### src/rtl/xnorpop_pkg.sv
// xnorpop_pkg: shared constants and state encoding for the XNOR-popcount
// accumulator slice.
//   POP_W   - width of one popcount beat
//   POP_MAX - largest legal popcount of one 128-bit word
//   state_t - accumulator FSM states
package xnorpop_pkg;

    localparam int unsigned POP_W   = 8;
    localparam int unsigned POP_MAX = 128;

    typedef enum logic {
        ACCUM = 1'b0,
        HOLD  = 1'b1
    } state_t;

endpackage

### src/rtl/xnorpop_sat_add.sv
// xnorpop_sat_add: combinational saturating add of an ACC_W-bit partial sum
// and one POP_W-bit popcount.
//   a   in  ACC_W : running sum
//   b   in  POP_W : popcount beat
//   sum out ACC_W : a + b clamped at 2^ACC_W-1
//   ovf out 1     : the clamp was applied
module xnorpop_sat_add
    import xnorpop_pkg::*;
#(
    parameter int unsigned ACC_W = 16
) (
    input  logic [ACC_W-1:0] a,
    input  logic [POP_W-1:0] b,
    output logic [ACC_W-1:0] sum,
    output logic             ovf
);

    logic [ACC_W:0] raw;

    always_comb begin
        raw = {1'b0, a} + (ACC_W + 1)'(b);
        ovf = raw[ACC_W];
        sum = raw[ACC_W] ? '1 : raw[ACC_W-1:0];
    end

endmodule

### src/rtl/xnorpop_accum.sv
// xnorpop_accum: sums per-word popcount beats across a binarized dot-product
// vector, then registers the saturated total with a threshold activation bit
// behind a valid/ready output.
//   clk, reset          : clock, asynchronous active-high reset
//   in_valid/in_ready   : beat handshake (in_ready is purely registered-state)
//   in_pop, in_last     : popcount beat and end-of-vector marker
//   thresh              : activation threshold, sampled on a vector's first beat
//   out_valid/out_ready : result handshake
//   out_sum, out_act    : saturated sum and (sum >= threshold)
//   out_words           : beats in the vector
//   out_ovf, out_trunc  : saturation seen / vector cut at MAX_WORDS
//   err                 : sticky, an accepted beat exceeded POP_MAX
module xnorpop_accum
    import xnorpop_pkg::*;
#(
    parameter  int unsigned ACC_W     = 16,
    parameter  int unsigned MAX_WORDS = 64,
    localparam int unsigned CNT_W     = $clog2(MAX_WORDS + 1)
) (
    input  logic             clk,
    input  logic             reset,
    input  logic             in_valid,
    output logic             in_ready,
    input  logic [POP_W-1:0] in_pop,
    input  logic             in_last,
    input  logic [ACC_W-1:0] thresh,
    output logic             out_valid,
    input  logic             out_ready,
    output logic [ACC_W-1:0] out_sum,
    output logic             out_act,
    output logic [CNT_W-1:0] out_words,
    output logic             out_ovf,
    output logic             out_trunc,
    output logic             err
);

    localparam logic [CNT_W-1:0] MAX_CNT = CNT_W'(MAX_WORDS);

    state_t           state_q, state_d;
    logic [ACC_W-1:0] acc_q;
    logic [ACC_W-1:0] thresh_q;
    logic [CNT_W-1:0] cnt_q;
    logic             ovf_q;

    logic             accept;
    logic             first;
    logic             terminal;
    logic [ACC_W-1:0] add_a;
    logic [ACC_W-1:0] add_sum;
    logic             add_ovf;
    logic [CNT_W-1:0] cnt_next;
    logic             ovf_next;
    logic [ACC_W-1:0] thresh_eff;

    // Feeding zero on the first beat lets one adder serve both the load
    // and the accumulate case.
    xnorpop_sat_add #(
        .ACC_W(ACC_W)
    ) u_sat_add (
        .a  (add_a),
        .b  (in_pop),
        .sum(add_sum),
        .ovf(add_ovf)
    );

    always_comb begin
        in_ready   = (state_q == ACCUM);
        accept     = in_valid && in_ready;
        first      = (cnt_q == '0);
        add_a      = first ? '0 : acc_q;
        cnt_next   = cnt_q + CNT_W'(1);
        terminal   = in_last || (cnt_next == MAX_CNT);
        ovf_next   = ovf_q || add_ovf;
        // A single-beat vector compares against the live threshold, since
        // thresh_q is only loaded on that same edge.
        thresh_eff = first ? thresh : thresh_q;
    end

    always_comb begin
        state_d = state_q;
        case (state_q)
            ACCUM:   if (accept && terminal) state_d = HOLD;
            HOLD:    if (out_ready) state_d = ACCUM;
            default: state_d = ACCUM;
        endcase
    end

    always_ff @(posedge clk or posedge reset) begin
        if (reset) begin
            state_q <= ACCUM;
        end else begin
            state_q <= state_d;
        end
    end

    always_ff @(posedge clk or posedge reset) begin
        if (reset) begin
            acc_q     <= '0;
            thresh_q  <= '0;
            cnt_q     <= '0;
            ovf_q     <= 1'b0;
            out_valid <= 1'b0;
            out_sum   <= '0;
            out_act   <= 1'b0;
            out_words <= '0;
            out_ovf   <= 1'b0;
            out_trunc <= 1'b0;
            err       <= 1'b0;
        end else begin
            if (accept && first) begin
                thresh_q <= thresh;
            end
            if (accept && (in_pop > POP_W'(POP_MAX))) begin
                err <= 1'b1;
            end
            if (accept) begin
                if (terminal) begin
                    acc_q     <= '0;
                    cnt_q     <= '0;
                    ovf_q     <= 1'b0;
                    out_valid <= 1'b1;
                    out_sum   <= add_sum;
                    out_act   <= (add_sum >= thresh_eff);
                    out_words <= cnt_next;
                    out_ovf   <= ovf_next;
                    out_trunc <= !in_last;
                end else begin
                    acc_q <= add_sum;
                    cnt_q <= cnt_next;
                    ovf_q <= ovf_next;
                end
            end else if ((state_q == HOLD) && out_ready) begin
                out_valid <= 1'b0;
            end
        end
    end

endmodule

### config.mk
export PLATFORM = sky130hd
export DESIGN_NAME = xnorpop_accum
export DESIGN_NICKNAME = d
export VERILOG_FILES = /design/src/rtl/xnorpop_pkg.sv /design/src/rtl/xnorpop_sat_add.sv /design/src/rtl/xnorpop_accum.sv
export SDC_FILE = /design/constraint.sdc
export NUM_CORES = 1
export LEC_CHECK = 0
export CORE_ASPECT_RATIO = 0.5
export CORE_MARGIN = 3
export CORE_UTILIZATION = 45
export CTS_CLUSTER_DIAMETER = 30
export CTS_CLUSTER_SIZE = 20
export DETAILED_ROUTE_END_ITERATION = 8
export PLACE_DENSITY = 0.68
export SLEW_MARGIN = 25
export SYNTH_ARGS = -nofsm -noshare
export SYNTH_HDL_FRONTEND = slang
export SYNTH_SLANG_ARGS = --single-unit
### constraint.sdc
create_clock -name clk -period 4.65 [get_ports clk]
set_input_delay 0.93 -clock clk [delete_from_list [all_inputs] [get_ports clk]]
set_output_delay 0.93 -clock clk [all_outputs]
set_load 0.05 [all_outputs]
==> Implementation_results.wiki <==
{| class="wikitable"
! Metric !! Value
|-
| Outcome || completed
|-
| Maximum number of pins on one net before global-route repair || 46
|-
| Overflow left after global routing || 0
|-
| Die width || 142 um
|-
| Count of flip-flops with a built-in enable after synthesis || 0
|-
| Full die area || 0.0105 mm2
|-
| Starting utilization of the core area || 47.1%
|-
| CP delay by family, top || simple AND/OR/NAND/NOR gates
|-
| Worst path max stage delay || 0.45 ns
|-
| Net switching fraction of the power || 37.5%
|-
| Capture instance of the worst register-to-register path || out_act
|-
| Number of CTS-inserted buffers || 9
|-
| Gates resized, CTS repair || 0
|-
| Fraction of final layout cells sized beyond drive strength 1 || 15.1%
|-
| Cell chosen for the clock root || sky130_fd_sc_hd__clkbuf_16
|-
| GRT Max-Usage Layer || met2
|-
| Clock group share of total power || 24.0%
|-
| Cell-internal power || 1.54 mW
|-
| Clock network latency to the later pin of the worst-skew pair || 0.33 ns
|-
| Core Area || 0.00886 mm2
|-
| Synth Area per Inst || 10.1 um2
|-
| Via density per instance || 5.71
|-
| Power Density || 479 mW/mm2
|-
| Count of max-cap constraint violations || 0
|-
| Power share of the sequential group || 33.5%
|-
| Number of placement rows || 24
|-
| Worst path most repeated cell || sky130_fd_sc_hd__ha_1
|-
| Number of buffers between clock root and the deepest sink || 2
|-
| Met1 capacity usage during global routing || 30.3%
|-
| Chip Height || 74.1 um
|-
| Net count of the finished layout || 531
|-
| Required time of the critical path || 4.82 ns
|-
| Share of flip-flops with an asynchronous set or reset || 100%
|-
| Net count after synthesis || 469
|-
| I/O pin cnt || 58
|-
| DP Worst Slack || 0.256 ns
|-
| Post-synthesis sequential area ratio || 41.4%
|-
| Setup Buffers After CTS || 0
|-
| Leakage dissipation || 2.26 nW
|-
| Number of sinks driven by the clock tree || 69
|-
| Synth cell types || 61
|-
| Post-DP Area || 0.00488 mm2
|-
| Routed Antenna Nets || 0
|-
| Synth-to-layout area growth || 23.5%
|-
| Logic depth of the worst register-to-register path || 18
|-
| Hold WC Path Type || flop to flop
|-
| Met2 track utilization from global routing || 30.4%
|-
| HP Start || err
|-
| Leading cell type in the layout, fill and taps excluded || sky130_fd_sc_hd__dfrtp_1
|-
| Series of cell instances along the critical path || inv_1, ha_1, nor4b_4, nand2_2, buf_4, and2_1, ha_1, nand3_1, nor3_2, o211ai_1, o21ba_2, nor3_1, ha_1, a21o_1, a21oi_1, o21ai_0, a31oi_1, o21ai_0
|-
| Count of final max-slew check failures || 0
|-
| Global-route wire length before repair || 17,000 um
|-
| Slowest stage cell, crit path || sky130_fd_sc_hd__dfrtp_1
|-
| Final standard cell area without fillers || 0.00515 mm2
|-
| 1st-iter DRT viols || 228
|-
| Synth top area share || 41.4%
|-
| Power spent charging and discharging nets || 923 uW
|-
| Number of diodes added for antenna fixing || 0
|-
| Period utilization || 92.1%
|-
| Leading area contributor after synthesis || sky130_fd_sc_hd__dfrtp_1
|-
| Crit path capture type || flop
|-
| Total vias in the final route || 3,398
|-
| Overall track demand over capacity in global routing || 20.6%
|-
| Combinational power share || 42.5%
|-
| Number of buffers inserted by hold repair at cts || 0
|-
| HPWL after DPL || 7490 um
|-
| Worst slew margin relative to its limit || 46.7%
|-
| Actual transition at the worst max-transition pin || 0.798 ns
|-
| Initial antenna violation count || 0
|-
| Layout Skew || 0.00570 ns
|-
| Final Total Pwr || 2.46 mW
|-
| FF-to-FF setup slack || 0.37 ns
|-
| Drt wl/cell || 17.3 um
|-
| Most frequent cells in the layout || sky130_fd_sc_hd__dfrtp_1 (69), sky130_fd_sc_hd__clkdlybuf4s50_1 (57), sky130_fd_sc_hd__nand2_1 (52)
|-
| Global-route met3 utilization || 5.33%
|-
| Launching point of the worst reg2reg path || cnt_q[0]
|-
| Final Hold Slack || 0.469 ns
|-
| Critical Path Fanout Max || 8
|-
| Routability Congestion || 0.974
|-
| Seq cells post-synth || 69
|-
| Clock tree from TritonCTS || yes
|-
| Depth of the worst hold-timing path || 1
|-
| Input/output buffers || 57
|-
| H-tree depth || 3
|-
| Synthesized instance count || 413
|-
| Worst path buffer plus inverter count || 2
|-
| Max rail drop VDD || 0.261 mV
|-
| Minimum clock period || 4.28 ns
|-
| Endpoints failing hold || 0
|-
| Clock slew at reported path FFs || 0.05 ns
|-
| Max Clock Freq || 234 MHz
|-
| Endpoint with the worst hold slack || err
|-
| Wire length after detailed routing || 10,300 um
|-
| Worst setup path category || flop to flop
|-
| Synth top area cells || sky130_fd_sc_hd__dfrtp_1 (41%), sky130_fd_sc_hd__ha_1 (7.8%), sky130_fd_sc_hd__mux2_2 (5.9%), sky130_fd_sc_hd__nand2_1 (4.8%), sky130_fd_sc_hd__o21ai_0 (3.7%)
|-
| Yosys warnings || 0
|-
| Final setup violation count || 0
|-
| Number of global-route vias before repair || 3,285
|-
| Top FF cell, synth || sky130_fd_sc_hd__dfrtp_1
|-
| Critical Path Source Type || flop
|-
| DR DRC count || 0
|-
| Cell area after synthesis || 0.00417 mm2
|-
| Worst Setup Slack, final || 0.369 ns
|-
| Arrival time at the worst endpoint || 4.45 ns
|-
| Length of the first detailed-routing pass in iterations || 5
|}
## worst max-delay path by stage
stage	startpoint	end	slack [ns]	cells after the start
2_1_floorplan	cnt_q[0]	out_act	0.49	20
3_3_place_gp	in_pop[0]	out_act	0.37	15
3_5_place_dp	cnt_q[0]	out_act	0.26	19
4_1_cts	cnt_q[0]	out_act	0.24	19
5_1_grt	cnt_q[0]	out_act	-0.008	18
6_report	cnt_q[0]	out_act	0.37	18
## sequential cells by signal, summed over array words and instances, names as in the netlist
name and count:
acc_q 16, out_sum 16, thresh_q 16, cnt_q 7
out_words 7, err 1, out_act 1, out_ovf 1
out_trunc 1, out_valid 1, ovf_q 1, state_q 1
## cell usage after synthesis (4+ instances only)
library cell and n:
sky130_fd_sc_hd__nor2_1 23, sky130_fd_sc_hd__xnor2_1 7, sky130_fd_sc_hd__a21o_1 4, sky130_fd_sc_hd__clkbuf_1 9
sky130_fd_sc_hd__ha_1 26, sky130_fd_sc_hd__mux2_2 22, sky130_fd_sc_hd__nand4_1 4, sky130_fd_sc_hd__o21ai_0 31
sky130_fd_sc_hd__o21a_1 4, sky130_fd_sc_hd__nor3_1 10, sky130_fd_sc_hd__a22o_1 9, sky130_fd_sc_hd__mux2_4 8
sky130_fd_sc_hd__inv_1 7, sky130_fd_sc_hd__mux2i_1 15, sky130_fd_sc_hd__a211oi_1 4, sky130_fd_sc_hd__a21oi_1 18
sky130_fd_sc_hd__and2_1 11, sky130_fd_sc_hd__dfrtp_1 69, sky130_fd_sc_hd__nand2_1 53, sky130_fd_sc_hd__buf_2 7
sky130_fd_sc_hd__nand3_1 12
## stage by stage
step	utilization (%)	TNS (ns)	std cells
6_report	58.1	0	595
3_3_place_gp	55.1	0	581
2_1_floorplan	-	0	413
3_5_place_dp	55.1	0	581
5_1_grt	58.1	-0.00773	595
4_1_cts	57.9	0	595
## kinds of logic (layout without fill, tap and decap cells)
| family | after synthesis | in the layout | synth area share [%] |
|---|---|---|---|
| and+or+nand+nor | 132 | 132 | 15.9 |
| AOI/OAI and AO/OA | 104 | 104 | 16.9 |
| DFF | 69 | 69 | 41.4 |
| muxes | 45 | 45 | 12.4 |
| adders and majority gates | 27 | 27 | 8.28 |
| buffers and inverters | 27 | 92 | 3.21 |
| xor gates and xnor gates | 9 | 9 | 1.89 |
## metal layers
metal / vias to the layer above / wire, um
met5: - / 0
met4: 0 / 102
met1: 1614 / 5100
met3: 10 / 783
met2: 133 / 4290
li1: 1641 / -
## cell type report
class / count / area (um2)
Fill cell: 780 / 3710
Multi-Input combinational cell: 317 / 2320
Sequential cell: 69 / 1730
Timing Repair Buffer: 71 / 676
Clock buffer: 11 / 233
Tap cell: 117 / 146
Inverter: 7 / 27.5
Clock inverter: 3 / 15.0
## power groups by stage
stage / Sequential, mW / Combinational, mW / Clock, mW
after global placement: 0.828 / 1.02 / 0
after floorplan: 0.985 / 0.565 / 0
final: 0.826 / 1.05 / 0.591
after global routing: 0.845 / 1.14 / 0.632
after detailed placement: 0.833 / 1.03 / 0
after CTS: 0.825 / 1.04 / 0.604
(Power assumes the default switching activity.)
